[src/rtl/spi_pkg.sv]
// Shared SPI definitions: transaction FSM states, mode encodings and divider math.
// Pure definitions with no timing and no flow control.
package spi_pkg;

    typedef enum logic [2:0] {
        IDLE  = 3'd0,
        SETUP = 3'd1,
        SHIFT = 3'd2,
        TRAIL = 3'd3,
        GAP   = 3'd4
    } state_t;

    localparam int SPI_MODE0 = 0;
    localparam int SPI_MODE3 = 3;

    // Core clocks per SCLK half-period; 0 flags an unusable frequency pair.
    function automatic int calc_divider(input int clk_hz, input int spi_hz);
        if (spi_hz <= 0) begin
            return 0;
        end
        return clk_hz / (2 * spi_hz);
    endfunction

endpackage

[src/rtl/spi_sclk_tick.sv]
// Half-period tick generator: tick every DIVIDER cycles while clr_i is low.
// One-cycle tick pulse, counter restarts from 0 whenever cleared; no backpressure.
module spi_sclk_tick #(
    parameter int DIVIDER = 1
) (
    input  logic clk,
    input  logic rst_n,
    input  logic clr_i,
    output logic tick_o
);
    localparam int CW = (DIVIDER > 1) ? $clog2(DIVIDER) : 1;
    localparam logic [CW-1:0] LAST = CW'(DIVIDER - 1);

    logic [CW-1:0] cnt_q, cnt_d;

    always_comb begin
        cnt_d = cnt_q + 1'b1;
        if (clr_i || (cnt_q == LAST)) begin
            cnt_d = '0;
        end
    end

    always_ff @(posedge clk) begin
        if (!rst_n) begin
            cnt_q <= '0;
        end else begin
            cnt_q <= cnt_d;
        end
    end

    assign tick_o = !clr_i && (cnt_q == LAST);

endmodule

[src/rtl/spi_master_burst.sv]
// SPI master: one R/W header bit, ADDR_W address bits, then 1..MAX_BURST data words per start.
// All outputs registered; tx_data is taken at word boundaries (tx_req asks for the next one), rx has no backpressure.
module spi_master_burst
    import spi_pkg::*;
#(
    parameter int CLK_HZ    = 50_000_000,
    parameter int SPI_CLK   = 5_000_000,
    parameter int SPI_MODE  = 0,
    parameter int ADDR_W    = 7,
    parameter int DATA_W    = 8,
    parameter int MAX_BURST = 8,
    parameter int NUM_CS    = 2,
    localparam int CS_W     = (NUM_CS > 1) ? $clog2(NUM_CS) : 1,
    localparam int LEN_W    = $clog2(MAX_BURST + 1)
) (
    input  logic              clk,
    input  logic              rst_n,
    input  logic              enable,
    input  logic              start,
    input  logic              rw,
    input  logic [CS_W-1:0]   cs_sel,
    input  logic [ADDR_W-1:0] reg_addr,
    input  logic [LEN_W-1:0]  burst_len,
    input  logic [DATA_W-1:0] tx_data,
    output logic              tx_req,
    output logic [DATA_W-1:0] rx_data,
    output logic              rx_valid,
    output logic              busy,
    output logic              done,
    output logic              err,
    output logic              sclk,
    output logic              mosi,
    input  logic              miso,
    output logic [NUM_CS-1:0] cs_n
);
    localparam int   DIVIDER = calc_divider(CLK_HZ, SPI_CLK);
    localparam logic CPOL    = (SPI_MODE == SPI_MODE3);
    localparam int   HC_W    = $clog2(ADDR_W + 1);
    localparam int   DB_W    = (DATA_W > 1) ? $clog2(DATA_W) : 1;

    if (DIVIDER < 1) begin : g_div_chk
        $error("spi_master_burst: CLK_HZ/(2*SPI_CLK) must be at least 1");
    end
    if ((SPI_MODE != SPI_MODE0) && (SPI_MODE != SPI_MODE3)) begin : g_mode_chk
        $error("spi_master_burst: SPI_MODE must be 0 or 3");
    end

    state_t            state_q, state_d;
    logic [NUM_CS-1:0] cs_n_q, cs_n_d;
    logic              sclk_q, sclk_d;
    logic              mosi_q, mosi_d;
    logic              phase_q, phase_d;
    logic              in_data_q, in_data_d;
    logic              rw_q, rw_d;
    logic [HC_W-1:0]   hdr_cnt_q, hdr_cnt_d;
    logic [ADDR_W-1:0] hdr_sh_q, hdr_sh_d;
    logic [DATA_W-1:0] tx_sh_q, tx_sh_d;
    logic [DB_W-1:0]   dbit_q, dbit_d;
    logic [LEN_W-1:0]  words_q, words_d;
    logic [DATA_W-1:0] rx_sh_q, rx_sh_d;
    logic [DATA_W-1:0] rx_data_q, rx_data_d;
    logic              rx_valid_q, rx_valid_d;
    logic              tx_req_q, tx_req_d;
    logic              done_q, done_d;
    logic              err_q, err_d;

    logic              tick;
    logic [LEN_W-1:0]  eff_len;
    logic              cs_bad;
    logic [NUM_CS-1:0] cs_sel_mask;
    logic [DATA_W-1:0] rx_next;
    logic              word_end;
    logic              last_bit;

    spi_sclk_tick #(
        .DIVIDER (DIVIDER)
    ) u_tick (
        .clk    (clk),
        .rst_n  (rst_n),
        .clr_i  (state_q == IDLE),
        .tick_o (tick)
    );

    always_comb begin
        eff_len = burst_len;
        if (burst_len == '0) begin
            eff_len = LEN_W'(1);
        end else if (burst_len > LEN_W'(MAX_BURST)) begin
            eff_len = LEN_W'(MAX_BURST);
        end
    end

    assign cs_bad      = cs_sel > CS_W'(NUM_CS - 1);
    assign cs_sel_mask = ~(NUM_CS'(1) << cs_sel);
    assign rx_next     = DATA_W'({rx_sh_q, miso});
    assign word_end    = dbit_q == DB_W'(DATA_W - 1);
    assign last_bit    = in_data_q && word_end && (words_q == LEN_W'(1));

    always_comb begin
        state_d    = state_q;
        cs_n_d     = cs_n_q;
        sclk_d     = sclk_q;
        mosi_d     = mosi_q;
        phase_d    = phase_q;
        in_data_d  = in_data_q;
        rw_d       = rw_q;
        hdr_cnt_d  = hdr_cnt_q;
        hdr_sh_d   = hdr_sh_q;
        tx_sh_d    = tx_sh_q;
        dbit_d     = dbit_q;
        words_d    = words_q;
        rx_sh_d    = rx_sh_q;
        rx_data_d  = rx_data_q;
        rx_valid_d = 1'b0;
        tx_req_d   = 1'b0;
        done_d     = 1'b0;
        err_d      = 1'b0;

        if ((state_q != IDLE) && !enable) begin
            state_d = IDLE;
            cs_n_d  = '1;
            sclk_d  = CPOL;
            mosi_d  = 1'b0;
        end else begin
            case (state_q)
                IDLE: begin
                    if (enable && start) begin
                        if (cs_bad) begin
                            err_d = 1'b1;
                        end else begin
                            state_d   = SETUP;
                            cs_n_d    = cs_sel_mask;
                            mosi_d    = rw;
                            rw_d      = rw;
                            hdr_sh_d  = reg_addr;
                            hdr_cnt_d = HC_W'(ADDR_W);
                            tx_sh_d   = tx_data;
                            words_d   = eff_len;
                            in_data_d = 1'b0;
                            dbit_d    = '0;
                            phase_d   = 1'b0;
                            tx_req_d  = 1'b1;
                        end
                    end
                end
                SETUP: begin
                    if (tick) begin
                        state_d = SHIFT;
                        sclk_d  = 1'b0;
                        phase_d = 1'b0;
                    end
                end
                SHIFT: begin
                    if (tick) begin
                        if (!phase_q) begin
                            // Rising edge: capture miso as it stood through the low phase.
                            sclk_d  = 1'b1;
                            phase_d = 1'b1;
                            if (in_data_q) begin
                                rx_sh_d = rx_next;
                                if (rw_q && word_end) begin
                                    rx_data_d  = rx_next;
                                    rx_valid_d = 1'b1;
                                end
                            end
                        end else if (last_bit) begin
                            state_d = TRAIL;
                            sclk_d  = CPOL;
                        end else begin
                            sclk_d  = 1'b0;
                            phase_d = 1'b0;
                            if (hdr_cnt_q != '0) begin
                                mosi_d    = hdr_sh_q[ADDR_W-1];
                                hdr_sh_d  = hdr_sh_q << 1;
                                hdr_cnt_d = hdr_cnt_q - 1'b1;
                            end else if (!in_data_q) begin
                                in_data_d = 1'b1;
                                dbit_d    = '0;
                                mosi_d    = !rw_q && tx_sh_q[DATA_W-1];
                                tx_sh_d   = tx_sh_q << 1;
                            end else if (word_end) begin
                                dbit_d   = '0;
                                words_d  = words_q - 1'b1;
                                mosi_d   = !rw_q && tx_data[DATA_W-1];
                                tx_sh_d  = tx_data << 1;
                                tx_req_d = !rw_q;
                            end else begin
                                dbit_d  = dbit_q + 1'b1;
                                mosi_d  = !rw_q && tx_sh_q[DATA_W-1];
                                tx_sh_d = tx_sh_q << 1;
                            end
                        end
                    end
                end
                TRAIL: begin
                    if (tick) begin
                        state_d = GAP;
                        cs_n_d  = '1;
                        mosi_d  = 1'b0;
                        done_d  = 1'b1;
                    end
                end
                GAP: begin
                    if (tick) begin
                        state_d = IDLE;
                    end
                end
                default: begin
                    state_d = IDLE;
                    cs_n_d  = '1;
                    sclk_d  = CPOL;
                end
            endcase
        end
    end

    always_ff @(posedge clk) begin
        if (!rst_n) begin
            state_q    <= IDLE;
            cs_n_q     <= '1;
            sclk_q     <= CPOL;
            mosi_q     <= 1'b0;
            phase_q    <= 1'b0;
            in_data_q  <= 1'b0;
            rw_q       <= 1'b0;
            hdr_cnt_q  <= '0;
            hdr_sh_q   <= '0;
            tx_sh_q    <= '0;
            dbit_q     <= '0;
            words_q    <= '0;
            rx_sh_q    <= '0;
            rx_data_q  <= '0;
            rx_valid_q <= 1'b0;
            tx_req_q   <= 1'b0;
            done_q     <= 1'b0;
            err_q      <= 1'b0;
        end else begin
            state_q    <= state_d;
            cs_n_q     <= cs_n_d;
            sclk_q     <= sclk_d;
            mosi_q     <= mosi_d;
            phase_q    <= phase_d;
            in_data_q  <= in_data_d;
            rw_q       <= rw_d;
            hdr_cnt_q  <= hdr_cnt_d;
            hdr_sh_q   <= hdr_sh_d;
            tx_sh_q    <= tx_sh_d;
            dbit_q     <= dbit_d;
            words_q    <= words_d;
            rx_sh_q    <= rx_sh_d;
            rx_data_q  <= rx_data_d;
            rx_valid_q <= rx_valid_d;
            tx_req_q   <= tx_req_d;
            done_q     <= done_d;
            err_q      <= err_d;
        end
    end

    assign tx_req   = tx_req_q;
    assign rx_data  = rx_data_q;
    assign rx_valid = rx_valid_q;
    assign busy     = state_q != IDLE;
    assign done     = done_q;
    assign err      = err_q;
    assign sclk     = sclk_q;
    assign mosi     = mosi_q;
    assign cs_n     = cs_n_q;

endmodule

[config.mk]
export PLATFORM = sky130hd
export DESIGN_NAME = spi_master_burst
export DESIGN_NICKNAME = d
export VERILOG_FILES = /design/src/rtl/spi_pkg.sv /design/src/rtl/spi_sclk_tick.sv /design/src/rtl/spi_master_burst.sv
export SDC_FILE = /design/constraint.sdc
export NUM_CORES = 1
export LEC_CHECK = 0
export BUFFER_PORTS_ARGS = -buffer_cell sky130_fd_sc_hd__clkbuf_2
export CORE_MARGIN = 2
export CORE_UTILIZATION = 52
export DETAILED_ROUTE_END_ITERATION = 8
export GPL_TIMING_DRIVEN = 0
export HOLD_SLACK_MARGIN = 0.08
export PLACE_DENSITY_LB_ADDON = 0.15
export SYNTH_ARGS = -nofsm -noshare
export SYNTH_HDL_FRONTEND = slang
export SYNTH_HIERARCHICAL = 1
export SYNTH_SLANG_ARGS = --single-unit
[constraint.sdc]
create_clock -name clk -period 2.2 [get_ports clk]
set_clock_uncertainty 0.2 [all_clocks]
set_input_delay 0.44 -clock clk [delete_from_list [all_inputs] [get_ports clk]]
set_output_delay 0.44 -clock clk [all_outputs]
set_load 0.05 [all_outputs]
Word-level counts from Yosys, hierarchy flattened
Cells that the tools add are included.
{ "classes": {"n_addsub": 4, "mul": 0, "n_div": 0, "n_lt_le_gt_ge": 2, "n_eq_ne": 20, "shifts": 1, "n_mux": 92, "n_bitwise": 13, "reduce_logical": 37} }
{ "op_table": {"columns": ["operator", "count"], "rows": [
  ["$mux 3", 22],
  ["$mux 8", 8],
  ["$mux 7", 6],
  ["$mux 4", 10],
  ["$mux 1", 31],
  ["$ne 2x2->1 const B", 13],
  ["$reduce_and 8->1", 3],
  ["$pmux 8 s2", 1],
  ["$pmux 3 s5", 1],
  ["$pmux 7 s2", 1],
  ["$not 1->1", 12],
  ["$pmux 3 s2", 2],
  ["$reduce_and 6->1", 2],
  ["$reduce_bool 3->1", 4],
  ["$reduce_and 10->1", 1],
  ["$eq 3x3->1 const B", 3],
  ["$pmux 1 s3", 3],
  ["$reduce_or 3->1", 3],
  ["$logic_and 1x1->1", 8],
  ["$pmux 4 s2", 1],
  ["$reduce_and 4->1", 2],
  ["$reduce_and 7->1", 1],
  ["$add 3x1->3 const B", 2],
  ["$eq 3x2->1 const B", 2],
  ["21 further kinds", 27]
]} }
{ "totals": {"register_bits": 57, "latch_bits": 0, "mem_bits_rw": 0, "rom_bits": 0, "input_bits": 26, "output_inout_bits": 17, "wordCells": 188, "n_memories": 0} }

Longest topological paths before layout
Gate-level depths: netlist of run 1.
{ "logic_depth": {"depth_word": 9, "depth_mapped": 9, "ltp_nobuf": 8} }

By module
Netlist of run 1, hierarchy kept.
{ "modules_own_cells": {"columns": ["module", "n_inst", "cells_per_inst", "area_each_um2", "seq_area_each_um2"], "rows": [
  ["spi_master_burst", 1, 326, 2897.8, 1061.0],
  ["spi_sclk_tick", 1, 15, 147.6, 60.1]
]} }

Worst setup path after synthesis of run 1
OpenSTA, ideal clock, no wires.
{ "synth_path": {"path_type": "reg2reg", "startpoint": "reg state_q[0]", "endpoint": "reg hdr_cnt_q[2]", "setup_ns": 0.120, "arrival_time_ns": 2.099, "required_time_ns": 1.880, "setup_slack_ns": -0.219, "path_stages_with_launch": 9, "n_path_buf": 1, "period_less_slack_ns": 2.419, "path_cell_list": "dfxtp_1 -> buf_6 -> or3_4 -> inv_2 -> nor2_1 -> and4b_1 -> a22o_4 -> and4_1 -> o31a_1"} }
{ "synth_via": {"elab_cells_between_ends": 16, "cone_classes": "eq/ne: 7; mux: 1; bitwise: 1; reduce/logical: 7"} }
{ "synth_lines": {"columns": ["element", "line_no", "source"], "rows": [
  ["start: declaration", "spi_master_burst.sv:48", "state_t state_q, state_d;"],
  ["start signal: assignment", "spi_master_burst.sv:238", "state_q <= state_d;"],
  ["$reduce_bool 3->1", null, null],
  ["net busy", "spi_master_burst.sv:28", "output logic busy,"],
  ["$logic_and 1x1->1", "spi_master_burst.sv:119", "if ((state_q != IDLE) && !enable) begin"],
  ["$not 1->1 (no source line)", null, null],
  ["$reduce_and 8->1 (no source line)", null, null],
  ["end signal: assignment", "spi_master_burst.sv:245", "hdr_cnt_q <= hdr_cnt_d;"],
  ["end: declaration", "spi_master_burst.sv:55", "logic [HC_W-1:0] hdr_cnt_q, hdr_cnt_d;"]
]} }
The timed path passes the listed nets, and every way through them passes these cells.
A chain may end at the register's enable or synchronous reset.

Final worst setup path of run 1
{ "layout_path": {"startpoint": "reg state_q[2]", "endpoint": "reg hdr_cnt_q[1]"} }
{ "layout_via": {"elab_chain_cells": 5, "elab_cells_between_ends": 16, "cone_classes": "eq/ne: 7; mux: 1; bitwise: 1; reduce/logical: 7"} }
{ "layout_rtl": {"columns": ["element", "line_no", "source"], "rows": [
  ["$logic_not 3->1", "spi_master_burst.sv:80", ".clr_i (state_q == IDLE),"],
  ["$logic_not 1->1", "spi_sclk_tick.sv:31", "assign tick_o = !clr_i && (cnt_q == LAST);"],
  ["$logic_and 1x1->1", "spi_sclk_tick.sv:31", null],
  ["net tick", "spi_master_burst.sv:67", "logic tick;"],
  ["$ne 2x2->1 (no source line)", null, null],
  ["$reduce_and 8->1 (no source line)", null, null]
]} }
The timed path passes the listed nets, and every way through them passes these cells.

==> qor.txt, run 1 <==
=================================================================================================
CTS clk-pin slew, worst paths ......................................................       110 ps
DIE WIDTH ..........................................................................      80.5 um
Total Die Area .....................................................................   6490 sq um
Die boundary height ................................................................      80.5 um
Kind of start point of the critical path ...........................................     register
Number of synthesized flops with an enable pin .....................................            0
Min Hold Slack .....................................................................       135 ps
Status ............................................................................. finished clean
Antenna Violating Nets Remaining ...................................................            0
Half-perimeter wire length after placement .........................................      5000 um
Highest-count cells in the layout ignoring fill and taps ........................... sky130_fd_sc_hd__dfxtp_1 (54), sky130_fd_sc_hd__nand2_1 (46), sky130_fd_sc_hd__clkbuf_2 (42)
Register-to-register path setup slack ..............................................        50 ps
Share of layout cells above drive strength 1 .......................................        0.280
Highest achievable clock rate ......................................................    0.466 GHz
H-tree levels ......................................................................            2
Cells on Worst Hold Path ...........................................................            3
Internal power component ...........................................................      1.45 mW
End of the worst hold path ......................................................... hdr_sh_q[0]$_SDFFE_PN0P_
Detailed Routing Iterations Pass 1 .................................................            4
Number of cells on the critical path ...............................................            8
Cts-stage hold buffer count ........................................................            0
Logic gate share of total power ....................................................        0.190
Pin count of the biggest net entering global routing ...............................           20
Ratio of total power to cell area ..................................................  573 nW/um^2
Number of nets in the finished design ..............................................          436
Hold Crit Class .................................................................... input port to register
Hold_sp ............................................................................  reg_addr[0]
Sequential group share of total power ..............................................        0.522
Yosys Warn Count ...................................................................            6
Number of distinct library cell variants in the gate-level netlist after synthesis .           63
Crit share post-route ..............................................................        0.975
Final setup vio count ..............................................................            0
Peak ir drop on the vdd network ....................................................     0.368 mV
TritonCTS clock tree ...............................................................          yes
Number of antenna violations at the first check in global routing ..................            0
Number of pins exceeding their max-slew limit in the final report ..................            0
DRC violations left ................................................................            0
Vias in the first global route .....................................................         2498
Fillers ............................................................................          493
Post-synthesis to final-layout area growth .........................................        18.7%
Clock period minus worst slack .....................................................      2150 ps
Switching Fraction .................................................................        0.301
Post-synthesis sequential area ratio ...............................................        0.368
Avg Inst Size Synth ................................................................   8.93 sq um
Wire length of the first global-routing pass .......................................     11700 um
Crit Path Max Fanout ...............................................................           10
Slew Limit Headroom ................................................................        0.593
Least-Margin Pin Slew ..............................................................       611 ps
Highest cell delay on the worst timing path ........................................       430 ps
Most common flop cell mapped by yosys .............................................. sky130_fd_sc_hd__dfxtp_1
Source of the worst register-to-register timing path ............................... state_q[2]$_SDFFE_PP0P_
Net count after synthesis ..........................................................          375
Critical-path top delay cell ....................................................... sky130_fd_sc_hd__or3_4
Share of async-settable or async-resettable flops after synthesis ..................            0
Net switching power ................................................................       624 uW
Crit-path cells .................................................................... or3_4 > inv_6 > nor2_4 > and4b_2 > a22o_4 > buf_8 > a21oi_2 > a311oi_2
Initial Utilization ................................................................        0.546
Worst path bufs/invs ...............................................................            2
Number of buffers created by CTS ...................................................            5
CP Data Arrival Time ...............................................................      2130 ps
Max-cap check violation count ......................................................            0
Gate count after technology mapping ................................................          341
Number of core rows ................................................................           27
Total inserted antenna cells .......................................................            0
CP delay by family, top ............................................................ simple AND/OR/NAND/NOR gates
Critical path type ................................................................. register to register
Power Total ........................................................................      2.07 mW
Critical path required time ........................................................      2190 ps
1st-iter DRT viols .................................................................          196
# clock sinks ......................................................................           56
Grt total ovfl .....................................................................            0
RD Place Congestion ................................................................        0.820
Total routing resource utilization after global routing ............................        0.228
Wire length per cell after detailed routing ........................................      15.7 um
I/O Pins ...........................................................................           43
Synthesized flop and latch total ...................................................           56
Area of the core ...................................................................   5570 sq um
Worst reg2reg endpoint ............................................................. hdr_cnt_q[1]$_SDFFE_PN0P_
Crit. End Element ..................................................................     register
Maximum buffer depth of the clock tree .............................................            2
Vias post-DR .......................................................................         2808
Ratio of routed vias to standard cells .............................................         5.91
Commonest non-fill, non-tap cell in the layout ..................................... sky130_fd_sc_hd__dfxtp_1
Clock share of power ...............................................................        0.288
Port Buf Inserts ...................................................................           41
CTS Root Cell ...................................................................... sky130_fd_sc_hd__clkbuf_8
Static leakage .....................................................................      1.38 nW
Total count of hold-check failures in the final report .............................            0
Worst reg2reg path depth ...........................................................            8
Skew-Pair Late Insertion Delay .....................................................       320 ps
Wirelength, routed .................................................................      7440 um
Cell area after synthesis ..........................................................   3050 sq um
=================================================================================================
[power by group through the flow]
stage               logic [mW]  registers, mW  clock network (mW)
floorplan                0.239           1.12                   0
global placement         0.338           1.11                   0
detailed placement       0.343           1.11                   0
CTS                      0.356           1.09               0.617
global route             0.425           1.09               0.656
finish                   0.394           1.08               0.597
[cells by family after synthesis]
logic type | count (synthesis) | synth area share
buffers and inverters | 33 | 0.0583
DFF | 56 | 0.368
adders and majority gates | 8 | 0.0329
xor gates and xnor gates | 1 | 0.00288
muxes | 25 | 0.0826
AOI/OAI and AO/OA | 78 | 0.205
other | 1 | 0.00123
and+or+nand+nor | 139 | 0.249
[layer usage]
layer,global-route usage,up-vias,share of wire,routed length (um)
li1,-,1371,-,-
met1,0.298,1325,0.45,3350
met2,0.384,100,0.49,3620
met3,0.0404,12,0.049,362
met4,0.0661,0,0.015,112
met5,0,-,0,0
[cell usage after synthesis (all sizes together) (2+ instances only)]
cell,number,area [sq um]
o31ai,2,15.0
or3b,3,26.3
a32oi,3,52.6
o21a,3,22.5
a32o,2,20.0
nor4,6,37.5
nor2b,3,18.8
nand3b,3,22.5
and4b,3,30.0
nand2,48,180
a311o,7,70.1
clkbuf,6,22.5
buf,15,110
nor2,37,144
nor3,6,41.3
a21bo,2,20.0
a311oi,8,70.1
o22ai,4,25.0
and2,5,31.3
a211oi,3,22.5
o21ai,15,90.1
o211a,2,20.0
nand3,3,15.0
inv,11,41.3
nor3b,6,61.3
a31oi,6,52.6
o31a,2,17.5
ha,8,100
mux2i,24,240
nand4,6,37.5
a21oi,15,78.8
dfxtp,56,1120
nand2b,4,25.0
[how the worst max path moves through the flow]
stage | start | end | slack [ps]
global route | state_q[1]$_SDFFE_PP0P_ | dbit_q[0]$_SDFFE_PN0P_ | -0.6
detailed placement | rst_n | words_q[1]$_SDFFE_PN0P_ | -180
floorplan | state_q[0]$_SDFFE_PP0P_ | hdr_cnt_q[2]$_SDFFE_PN0P_ | -40
finish | state_q[2]$_SDFFE_PP0P_ | hdr_cnt_q[1]$_SDFFE_PN0P_ | 50
global placement | rst_n | words_q[1]$_SDFFE_PN0P_ | -190
CTS | dbit_q[0]$_SDFFE_PN0P_ | dbit_q[0]$_SDFFE_PN0P_ | 20
[worst reg2reg max path: stages (launching register included)]
cell and delay (ps):
sky130_fd_sc_hd__dfxtp_4 390, sky130_fd_sc_hd__or3_4 440, sky130_fd_sc_hd__inv_6 80, sky130_fd_sc_hd__nor2_4 50
sky130_fd_sc_hd__and4b_2 220, sky130_fd_sc_hd__a22o_4 270, sky130_fd_sc_hd__buf_8 160, sky130_fd_sc_hd__a21oi_2 150
sky130_fd_sc_hd__a311oi_2 60
[repair_timing]
item / 4_1_cts / 5_1_grt
cloned: 0 / 1
buffers inserted: 6 / 8
endpoints found under the setup margin: 27 / 28
gates resized for setup: 6 / 13
pin swaps: 3 / 7
[state kept, by name, indices dropped and copies added, names as in the netlist, 2 cells and up]
| name | flops |
|---|---|
| hdr_sh_q | 7 |
| hdr_cnt_q | 3 |
| dbit_q | 3 |
| tx_sh_q | 8 |
| rx_sh_q | 7 |
| state_q | 3 |
| words_q | 4 |
| u_tick/cnt_q | 3 |
| rx_data | 8 |
| cs_n | 2 |
[per-stage QoR]
stage                     setup WS [ps]  instances  setup TNS, ps  cell area, sq um   util
after CTS                          23.0        466              0              3500  0.627
after floorplan                   -43.4        341           -224              3070      -
after global placement             -194        454          -2940              3360  0.603
after global routing             -0.580        475         -0.580              3610  0.648
after detailed placement           -176        454          -3120              3360  0.603
final                              54.7        475              0              3610  0.648
[cell type report]
| cell class | instances | area, sq um | share of cell area |
|---|---|---|---|
| Multi-Input combinational cell | 253 | 1810 | 0.502 |
| Sequential cell | 56 | 1130 | 0.312 |
| Timing Repair Buffer | 55 | 310 | 0.0858 |
| Buffer | 19 | 128 | 0.0353 |
| Tap cell | 72 | 90.1 | 0.0249 |
| Clock buffer | 5 | 68.8 | 0.0190 |
| Inverter | 12 | 50.0 | 0.0138 |
| Clock inverter | 3 | 26.3 | 0.00727 |
No activity file was read; power rests on OpenSTA's default activity.
==> run 2: changes to the inputs <==
--- a/config.mk
+++ b/config.mk
@@ -6,13 +6,13 @@
 export NUM_CORES = 1
 export LEC_CHECK = 0
 export BUFFER_PORTS_ARGS = -buffer_cell sky130_fd_sc_hd__clkbuf_2
+export CORE_ASPECT_RATIO = 1.4
 export CORE_MARGIN = 2
-export CORE_UTILIZATION = 52
+export CORE_UTILIZATION = 51
 export DETAILED_ROUTE_END_ITERATION = 8
 export GPL_TIMING_DRIVEN = 0
 export HOLD_SLACK_MARGIN = 0.08
 export PLACE_DENSITY_LB_ADDON = 0.15
 export SYNTH_ARGS = -nofsm -noshare
 export SYNTH_HDL_FRONTEND = slang
-export SYNTH_HIERARCHICAL = 1
 export SYNTH_SLANG_ARGS = --single-unit
==> qor.txt, run 2 <==
=================================================================================================
Min Hold Slack .....................................................................       150 ps
Synth top cells by count ........................................................... sky130_fd_sc_hd__dfxtp_1 (56), sky130_fd_sc_hd__nor2_1 (41), sky130_fd_sc_hd__nand2_1 (25)
Worst slack at placement ...........................................................      -102 ps
Number of core rows ................................................................           31
Crit-path cells .................................................................... ha_1 > ha_2 > and2_4 > a31oi_4 > o211ai_1 > buf_4 > buf_4 > a22oi_2 > nor2_1
Internal power component ...........................................................      1.41 mW
Slew Limit Headroom ................................................................        0.601
Post-synthesis sequential area ratio ...............................................        0.404
Critical-path top delay cell ....................................................... sky130_fd_sc_hd__dfxtp_2
Highest achievable clock rate ......................................................    0.466 GHz
Total Die Area .....................................................................   6050 sq um
Cell area after synthesis ..........................................................   2770 sq um
Wirelength, routed .................................................................      6340 um
Synth area leaders ................................................................. sky130_fd_sc_hd__dfxtp_1 (40%), sky130_fd_sc_hd__mux2i_1 (6.9%), sky130_fd_sc_hd__nor2_1 (5.6%), sky130_fd_sc_hd__nand3_1 (4.3%), sky130_fd_sc_hd__ha_1 (3.6%)
Ratio of routed vias to standard cells .............................................         5.64
Wire length of the first global-routing pass .......................................     10500 um
Initial Utilization ................................................................        0.533
Total instance count after detailed placement ......................................          427
Post-Place Cell Area ...............................................................   3060 sq um
Layer with the highest usage .......................................................         met2
Critical path type ................................................................. register to register
Hold Crit Class .................................................................... input port to register
Total inserted antenna cells .......................................................            0
Net switching power ................................................................       580 uW
Total negative slack ...............................................................         0 ps
Status ............................................................................. finished clean
DIE WIDTH ..........................................................................      66.3 um
1st-iter DRT viols .................................................................          151
Met1 layer usage reported by global route ..........................................        0.281
Maximum buffer depth of the clock tree .............................................            2
Number of pins exceeding their max-slew limit in the final report ..................            0
Final setup vio count ..............................................................            0
Number of antenna violations at the first check in global routing ..................            0
Clock period minus worst slack .....................................................      2150 ps
Yosys top cell area share ..........................................................        0.404
Least-Margin Pin Slew ..............................................................       592 ps
Power Total ........................................................................      1.99 mW
Half-perimeter wire length after placement .........................................      4580 um
CP Data Arrival Time ...............................................................      2150 ps
Largest area contributor in the synthesized netlist ................................ sky130_fd_sc_hd__dfxtp_1
TritonCTS clock tree ...............................................................          yes
Die boundary height ................................................................      91.2 um
Routing usage on met2 ..............................................................        0.362
Crit share post-route ..............................................................        0.976
Cts-stage hold buffer count ........................................................            0
Port Buf Inserts ...................................................................           40
Detailed Routing Iterations Pass 1 .................................................            4
Finished Cell Area .................................................................   3260 sq um
CTS clk-pin slew, worst paths ......................................................       100 ps
DRC violations left ................................................................            0
H-tree levels ......................................................................            2
Kind of start point of the critical path ...........................................     register
Clock share of power ...............................................................        0.297
CTS Root Cell ...................................................................... sky130_fd_sc_hd__clkbuf_8
Avg Inst Size Synth ................................................................   8.64 sq um
Share of layout cells above drive strength 1 .......................................        0.233
Fin worst setup slack ..............................................................      53.0 ps
Gate count after technology mapping ................................................          321
Grt total ovfl .....................................................................            0
Logic gate share of total power ....................................................        0.158
Final design utilization ...........................................................        0.627
Total count of hold-check failures in the final report .............................            0
Critical path required time ........................................................      2200 ps
Area of the core ...................................................................   5200 sq um
Peak ir drop on the vdd network ....................................................     0.467 mV
Number of nets in the finished design ..............................................          406
Max-cap check violation count ......................................................            0
Commonest non-fill, non-tap cell in the layout ..................................... sky130_fd_sc_hd__dfxtp_1
Most common flop cell mapped by yosys .............................................. sky130_fd_sc_hd__dfxtp_1
Sequential group share of total power ..............................................        0.544
I/O Pins ...........................................................................           43
RD Place Congestion ................................................................        0.829
Pin count of the biggest net entering global routing ...............................           20
Highest cell delay on the worst timing path ........................................       330 ps
Crit. End Element ..................................................................     register
Net count after synthesis ..........................................................          355
Highest-count cells in the layout ignoring fill and taps ........................... sky130_fd_sc_hd__dfxtp_1 (55), sky130_fd_sc_hd__clkbuf_2 (40), sky130_fd_sc_hd__nor2_1 (39)
Number of synthesized flops with an enable pin .....................................            0
Crit Path Max Fanout ...............................................................            5
Number of buffers created by CTS ...................................................            5
Yosys Warn Count ...................................................................            0
Number of distinct library cell variants in the gate-level netlist after synthesis .           57
Vias in the first global route .....................................................         2293
Wire length per cell after detailed routing ........................................      14.4 um
Skew-Pair Late Insertion Delay .....................................................       320 ps
Met3 Resource Use GR ...............................................................       0.0409
Static leakage .....................................................................      1.35 nW
Cell type with the highest occurrence count on the critical path ................... sky130_fd_sc_hd__buf_4
Vias post-DR .......................................................................         2474
Antenna Violating Nets Remaining ...................................................            0
Synthesized flop and latch total ...................................................           56
Post-synthesis to final-layout area growth .........................................        17.6%
Post-layout instance count excluding filler cells ..................................          439
# clock sinks ......................................................................           56
Total routing resource utilization after global routing ............................        0.221
Share of async-settable or async-resettable flops after synthesis ..................            0
Ratio of total power to cell area ..................................................  611 nW/um^2
Switching Fraction .................................................................        0.292
Leading cell type by number of instances after synthesis ........................... sky130_fd_sc_hd__dfxtp_1
=================================================================================================
==> run 2: changes by cell type in the layout (fill, tap and decap cells not counted), sizes merged, moves of 5 or more <==
cell / previous run / this run
a311oi: 8 / 0
mux2i: 24 / 19
nand2: 48 / 25
nor2: 37 / 43
o211ai: 0 / 9
nor4: 6 / 0
a221o: 0 / 6
a311o: 7 / 0
nand3: 3 / 24
buf: 26 / 17
==> run 2: power groups by stage <==
stage	Combinational (mW)	Sequential, mW	Clock, mW
2_1_floorplan	0.192	1.11	0
3_3_place_gp	0.282	1.10	0
3_5_place_dp	0.285	1.11	0
4_1_cts	0.298	1.08	0.613
5_1_grt	0.347	1.09	0.651
6_report	0.315	1.08	0.592
==> run 2: routing by layer <==
metal / vias up / share of wire / wire, um
li1: 1250 / - / -
met1: 1157 / 0.44 / 2790
met2: 58 / 0.50 / 3190
met3: 9 / 0.037 / 234
met4: 0 / 0.020 / 126
met5: - / 0 / 0
==> run 2: final timing paths <==
path | from | end | slack, ps | depth (start not counted)
worst min-delay path | reg_addr[0] | hdr_sh_q[0]$_SDFFE_PN0P_ | 150 | 2
worst max register to register | dbit_q[0]$_SDFFE_PN0P_ | in_data_q$_SDFFE_PN0P_ | 50 | 9
worst max-delay path | dbit_q[0]$_SDFFE_PN0P_ | in_data_q$_SDFFE_PN0P_ | 50 | 9
worst min register to register | u_tick.cnt_q[0]$_SDFF_PP0_ | u_tick.cnt_q[0]$_SDFF_PP0_ | 250 | 1
==> run 2: layout make-up <==
class / count / area, sq um
Buffer: 18 / 97.6
Clock buffer: 5 / 68.8
Clock inverter: 3 / 27.5
Fill cell: 483 / 1940
Inverter: 12 / 45.0
Multi-Input combinational cell: 234 / 1580
Sequential cell: 56 / 1120
Tap cell: 66 / 82.6
Timing Repair Buffer: 45 / 235
==> run 2: cell families (layout without fill, tap and decap cells) <==
logic type      after synthesis  after routing  synth area share
mux                          20             20            0.0727
other cells                   1              1           0.00135
buf+inv                      31             83            0.0523
xor+xnor                      2              2           0.00632
compound gates               72             72             0.191
fa+ha+maj                     8              8            0.0361
flops                        56             56             0.404
simple gates                131            131             0.236
==> run 2: critical path: cells and delay by family, from the launching register on <==
kind / cells / cell delay, ps
AOI/OAI and AO/OA: 3 / 530
adders and majority gates: 2 / 380
buffers and inverters: 2 / 340
DFF: 1 / 330
and+or+nand+nor: 2 / 240
==> run 2: what timing repair did <==
action / in CTS / in global routing
hold endpoints to repair: 0 / 0
pin swaps: 2 / 3
setup endpoints to repair: 15 / 35
resized for setup: 7 / 15
setup buffers: 1 / 3
cloned: 0 / 1
